--- src/rtl/fetch_queue.sv ---
// rtl/fetch_queue.sv - instruction fetch unit with I-cache request FSM, redirect flush and decode FIFO
module fetch_queue #(
    parameter int          DEPTH      = 4,
    parameter logic [31:0] RESET_PC   = 32'h00000060,
    parameter int          LINE_BYTES = 32
) (
    input  logic                       clk,
    input  logic                       rst,
    output logic [31:0]                i_addr,
    output logic                       i_read,
    input  logic [31:0]                i_data,
    input  logic                       i_resp,
    input  logic                       redirect,
    input  logic [31:0]                redirect_pc,
    input  logic                       deq_ready,
    output logic                       deq_valid,
    output logic [31:0]                deq_instr,
    output logic [31:0]                deq_pc,
    output logic [$clog2(DEPTH+1)-1:0] occupancy,
    output logic [31:0]                prefetch_pc
);

    localparam int              CW        = $clog2(DEPTH + 1);
    localparam int              PW        = $clog2(DEPTH);
    localparam logic [CW-1:0]   FULL      = CW'(DEPTH);
    localparam logic [31:0]     LINE_SIZE = 32'(LINE_BYTES);
    localparam logic [31:0]     LINE_MASK = ~(LINE_SIZE - 32'd1);

    typedef enum logic [1:0] {
        IDLE    = 2'd0,
        REQ     = 2'd1,
        DISCARD = 2'd2
    } state_t;

    state_t        state;
    state_t        state_next;
    logic [31:0]   fetch_pc;
    logic [31:0]   fetch_pc_next;
    logic [31:0]   disc_addr;
    logic [31:0]   disc_addr_next;
    logic [31:0]   redirect_aligned;
    logic [CW-1:0] count;
    logic [CW-1:0] count_next;
    logic [CW-1:0] count_after_push;
    logic [PW-1:0] head;
    logic [PW-1:0] tail;
    logic          push;
    logic          pop;
    logic [31:0]   pc_mem    [DEPTH];
    logic [31:0]   instr_mem [DEPTH];

    // Redirect targets are word aligned; the low two bits are simply dropped.
    assign redirect_aligned = redirect_pc & ~32'd3;

    assign deq_valid   = (count != '0);
    assign deq_pc      = pc_mem[head];
    assign deq_instr   = instr_mem[head];
    assign occupancy   = count;
    assign prefetch_pc = (fetch_pc & LINE_MASK) + LINE_SIZE;

    // A redirect flushes the queue, so it also cancels any pop in the same cycle.
    assign pop = deq_valid & deq_ready & ~redirect;

    // Occupancy after an enqueue this cycle, used to decide whether to keep fetching.
    assign count_after_push = pop ? count : count + CW'(1);

    // Fetch FSM state register.
    always_ff @(posedge clk) begin
        if (rst) begin
            state <= IDLE;
        end else begin
            state <= state_next;
        end
    end

    // Next-state logic, cache request outputs and fetch address updates.
    always_comb begin
        state_next     = state;
        fetch_pc_next  = fetch_pc;
        disc_addr_next = disc_addr;
        push           = 1'b0;
        i_read         = 1'b0;
        i_addr         = fetch_pc;
        case (state)
            IDLE: begin
                if (redirect) begin
                    fetch_pc_next = redirect_aligned;
                    state_next    = REQ;
                end else if (count < FULL) begin
                    state_next = REQ;
                end
            end
            REQ: begin
                i_read = 1'b1;
                i_addr = fetch_pc;
                if (redirect) begin
                    fetch_pc_next = redirect_aligned;
                    if (!i_resp) begin
                        // Request still outstanding: keep presenting the old address until it completes.
                        disc_addr_next = fetch_pc;
                        state_next     = DISCARD;
                    end
                end else if (i_resp) begin
                    push          = 1'b1;
                    fetch_pc_next = fetch_pc + 32'd4;
                    state_next    = (count_after_push < FULL) ? REQ : IDLE;
                end
            end
            DISCARD: begin
                i_read = 1'b1;
                i_addr = disc_addr;
                if (redirect) begin
                    fetch_pc_next = redirect_aligned;
                end
                if (i_resp) begin
                    state_next = REQ;
                end
            end
            default: begin
                state_next = IDLE;
            end
        endcase
        if (redirect) begin
            count_next = '0;
        end else begin
            count_next = count + CW'(push) - CW'(pop);
        end
    end

    // Fetch address and the address latched for an abandoned request.
    always_ff @(posedge clk) begin
        if (rst) begin
            fetch_pc  <= RESET_PC;
            disc_addr <= RESET_PC;
        end else begin
            fetch_pc  <= fetch_pc_next;
            disc_addr <= disc_addr_next;
        end
    end

    // Queue pointers and occupancy; a redirect empties the queue outright.
    always_ff @(posedge clk) begin
        if (rst) begin
            head  <= '0;
            tail  <= '0;
            count <= '0;
        end else if (redirect) begin
            head  <= '0;
            tail  <= '0;
            count <= '0;
        end else begin
            if (push) begin
                tail <= tail + PW'(1);
            end
            if (pop) begin
                head <= head + PW'(1);
            end
            count <= count_next;
        end
    end

    // Queue storage; entries are only meaningful while counted, so no reset is needed.
    always_ff @(posedge clk) begin
        if (push) begin
            pc_mem[tail]    <= fetch_pc;
            instr_mem[tail] <= i_data;
        end
    end

endmodule
--- config.mk ---
export PLATFORM = sky130hd
export DESIGN_NAME = fetch_queue
export DESIGN_NICKNAME = d
export VERILOG_FILES = /design/src/rtl/fetch_queue.sv
export SDC_FILE = /design/constraint.sdc
export NUM_CORES = 1
export LEC_CHECK = 0
export ABC_AREA = 1
export ABC_CLOCK_PERIOD_IN_PS = 4900
export BUFFER_PORTS_ARGS = -buffer_cell sky130_fd_sc_hd__buf_2
export CELL_PAD_IN_SITES_DETAIL_PLACEMENT = 1
export CELL_PAD_IN_SITES_GLOBAL_PLACEMENT = 2
export CORE_MARGIN = 2
export CORE_UTILIZATION = 25
export CTS_CLUSTER_DIAMETER = 80
export DETAILED_ROUTE_END_ITERATION = 10
export GPL_ROUTABILITY_DRIVEN = 0
export HOLD_SLACK_MARGIN = 0.02
export PLACE_DENSITY_LB_ADDON = 0.1
export SLEW_MARGIN = 20
export SYNTH_ARGS = -nofsm -noshare
export SYNTH_HDL_FRONTEND = slang
export SYNTH_SLANG_ARGS = --single-unit
--- constraint.sdc ---
create_clock -name clk -period 4.9 [get_ports clk]
set_input_delay 0.49 -clock clk [delete_from_list [all_inputs] [get_ports clk]]
set_output_delay 0.49 -clock clk [all_outputs]
set_load 0.05 [all_outputs]
==> results.json <==
{
  "outcome": "finished clean",
  "final.setup.tns_ns": 0,
  "timing.max_cap.violations": 0,
  "biggest_fanout_along_the_worst_timing_path": 9,
  "gr-usage-all-layers": 0.1569,
  "placed_cell_area_um2": 15310,
  "synth-seq-area-share": 0.6491,
  "cp-startpoint": "fetch_pc[5]",
  "p_sw_uw": 2213,
  "yosys_register_bits": 319,
  "crit_path_capture": "prefetch_pc[31]",
  "power.density_nw_per_um2": 437.1,
  "syn_area_per_cell_um2": 10.30,
  "grt_antenna_before_repair": 0,
  "grt-ovfl-total": 0,
  "path_clk_slew_ns": 0.05,
  "core-area_um2": 53920,
  "synth.distinct_cells": 35,
  "hold-worst-slack_ns": 0.1359,
  "power.share.switching": 0.3046,
  "first_global_vias": 10700,
  "finalSetupViolations": 0,
  "slack_of_the_worst_reg_to_reg_path_ns": 1.94,
  "most_instantiated_flip_flop_cell_in_the_synthesis_netlist": "edfxtp_1",
  "synthArstFlopShare": 0,
  "die_area_um2": 56530,
  "cts_setup_buffers": 0,
  "rr_worst_depth": 7,
  "worst_ir_drop_vdd_mv": 0.2047,
  "final_util": 0.3083,
  "synth_edf_count": 248,
  "die_h_um": 237.8,
  "clock.fmax_mhz": 284.9,
  "die_width_um": 237.8,
  "placement_rows": 85,
  "tritoncts.num_buffers": 40,
  "cp.required_ns": 4.41,
  "maximum_buffer_depth_of_the_clock_tree": 3,
  "power.leakage_uw": 0.006066,
  "crit_path_end_kind": "output pin",
  "share_of_the_synthesized_area_in_the_top_cell_type": 0.5451,
  "max_slew.worst_pin.slew_ns": 0.9024,
  "worst-setup-path-type": "reg2out",
  "power.share.combinational": 0.153,
  "cts_sinks": 319,
  "cts-htree-levels": 2,
  "mostFrequentLayoutCell": "edfxtp_1",
  "p_r_area_growth_vs_syn_pct": 21.70,
  "clkPwrFrac": 0.406,
  "dp_hpwl_um": 28610,
  "initial_core_util": 0.2534,
  "pin_count": 202,
  "pre_cts_ws_ns": 1.828,
  "period_share": 0.7164,
  "internal_power_uw": 5054,
  "largest_net_degree_at_the_start_of_global_routing": 82,
  "drv_slew": 0,
  "layout-drive-gt1-share": 0.1980,
  "postRouteAntennaNets": 0,
  "drt_wirelength_um": 43970,
  "via_count": 10190,
  "reg_to_reg_start": "state[1]",
  "tritoncts_clock_tree": "yes",
  "endpoint_of_the_most_critical_register_to_register_path": "instr_mem[3][24]",
  "timing.final.crit_period_ns": 3.510,
  "clkLatencyLatePin_ns": 0.58,
  "drc_errors": 0,
  "synthCells": 1327,
  "grt_pass1_wl_um": 67060,
  "clock_skew_ns": 0.01879,
  "place.port_buffers": 190,
  "finish.net_count": 1585,
  "synth_top_cell_by_area": "edfxtp_1",
  "layout.cells.most_common_list": "edfxtp_1 (248), nor2_1 (215), o21ai_0 (202)",
  "slew_headroom": 0.3977,
  "hp-class": "in2reg",
  "holdBufCountCts": 0,
  "routedWlPerCell_um": 19.70,
  "routed_via_density": 4.565,
  "final_hold_viol_count": 0,
  "crit_arrival_ns": 3.02,
  "ys.warnings.count": 0,
  "firstDrtPassIters": 6,
  "synth_top_cells_by_area": "edfxtp_1 (55%), dfxtp_1 (10%), o21ai_0 (7.4%), nor2_1 (6.0%), nand2_1 (5.5%)",
  "pwr-share-seq": 0.441,
  "setup_slack_ns": 1.390,
  "grt_setup_unrepaired": "no",
  "drt-initial-drc-count": 415,
  "post_syn_area_um2": 13660,
  "cp-start-kind": "flip-flop",
  "cts_resized": 0,
  "fin_area_um2": 16630,
  "clk_root_buffer_cell": "clkbuf_16"
}
## stage by stage
stage	cells	total power, uW
final	2232	7267
after global routing	2231	7595
after CTS	2231	7407
after detailed placement	2157	4397
after global placement	2157	4388
after floorplan	1335	4018
## worst max-delay path, cell delays in order, from the launching register on
cell	delay (ns)
dfxtp_1	0.61
ha_1	0.40
inv_1	0.11
nor2_2	0.24
nand2_2	0.21
nor2_1	0.28
nand2_1	0.11
xor2_1	0.20
buf_2	0.30
## routing by layer
metal,global-route usage,routed length (um),up-vias
li1,-,-,4952
met1,0.2029,19870,5005
met4,0.04079,941,0
met3,0.03043,1809,58
met2,0.2682,21350,175
met5,0,0,-
## cell families after synthesis
group                      count (synthesis)  share of synthesized area
and+or+nand+nor                          488                     0.1456
other                                      1                  0.0002745
AOI/OAI and AO/OA                        336                     0.1311
xor gates and xnor gates                  25                    0.01603
adders and majority gates                 13                    0.01246
buffers and inverters                    145                    0.04533
DFF                                      319                     0.6491
## final cells by class
cell class | count | area (um2)
Multi-Input combinational cell | 871 | 4237
Antenna cell | 1 | 2.502
Inverter | 64 | 241.5
Tap cell | 696 | 870.8
Fill cell | 6085 | 37290
Clock inverter | 25 | 254.0
Clock buffer | 49 | 1056
Timing Repair Buffer | 207 | 1091
Sequential cell | 319 | 8874
## state kept, by name, summed over array words and instances (netlist names), named ones only
signal	count
instr_mem	128
pc_mem	120
disc_addr	30
fetch_pc	30
occupancy	3
head	2
state	2
tail	2
## power groups by stage
stage / Clock [uW] / Combinational, uW / Sequential [uW]
floorplan: 0 / 829 / 3190
global placement: 0 / 1130 / 3260
finish: 2950 / 1110 / 3210
global route: 3150 / 1210 / 3230
CTS: 3060 / 1140 / 3210
detailed placement: 0 / 1130 / 3270
## worst min path at each step
stage,from,end,depth (start not counted)
floorplan,head[1],flip-flop,2
global placement,head[1],flip-flop,2
detailed placement,head[1],flip-flop,2
CTS,i_data[22],instr_mem[2][22],1
global route,i_data[22],instr_mem[1][22],1
finish,i_data[18],instr_mem[1][18],1
## cells in the mapped netlist (all sizes together) (3+ instances only)
cell type	n
a211oi	3
a21oi	57
buf	33
clkbuf	48
dfxtp	71
edfxtp	248
ha	12
inv	63
nand2	211
nand3	35
nor2	237
o211ai	3
o21ai	206
o22ai	63
xor2	23
(Power assumes the default switching activity.)
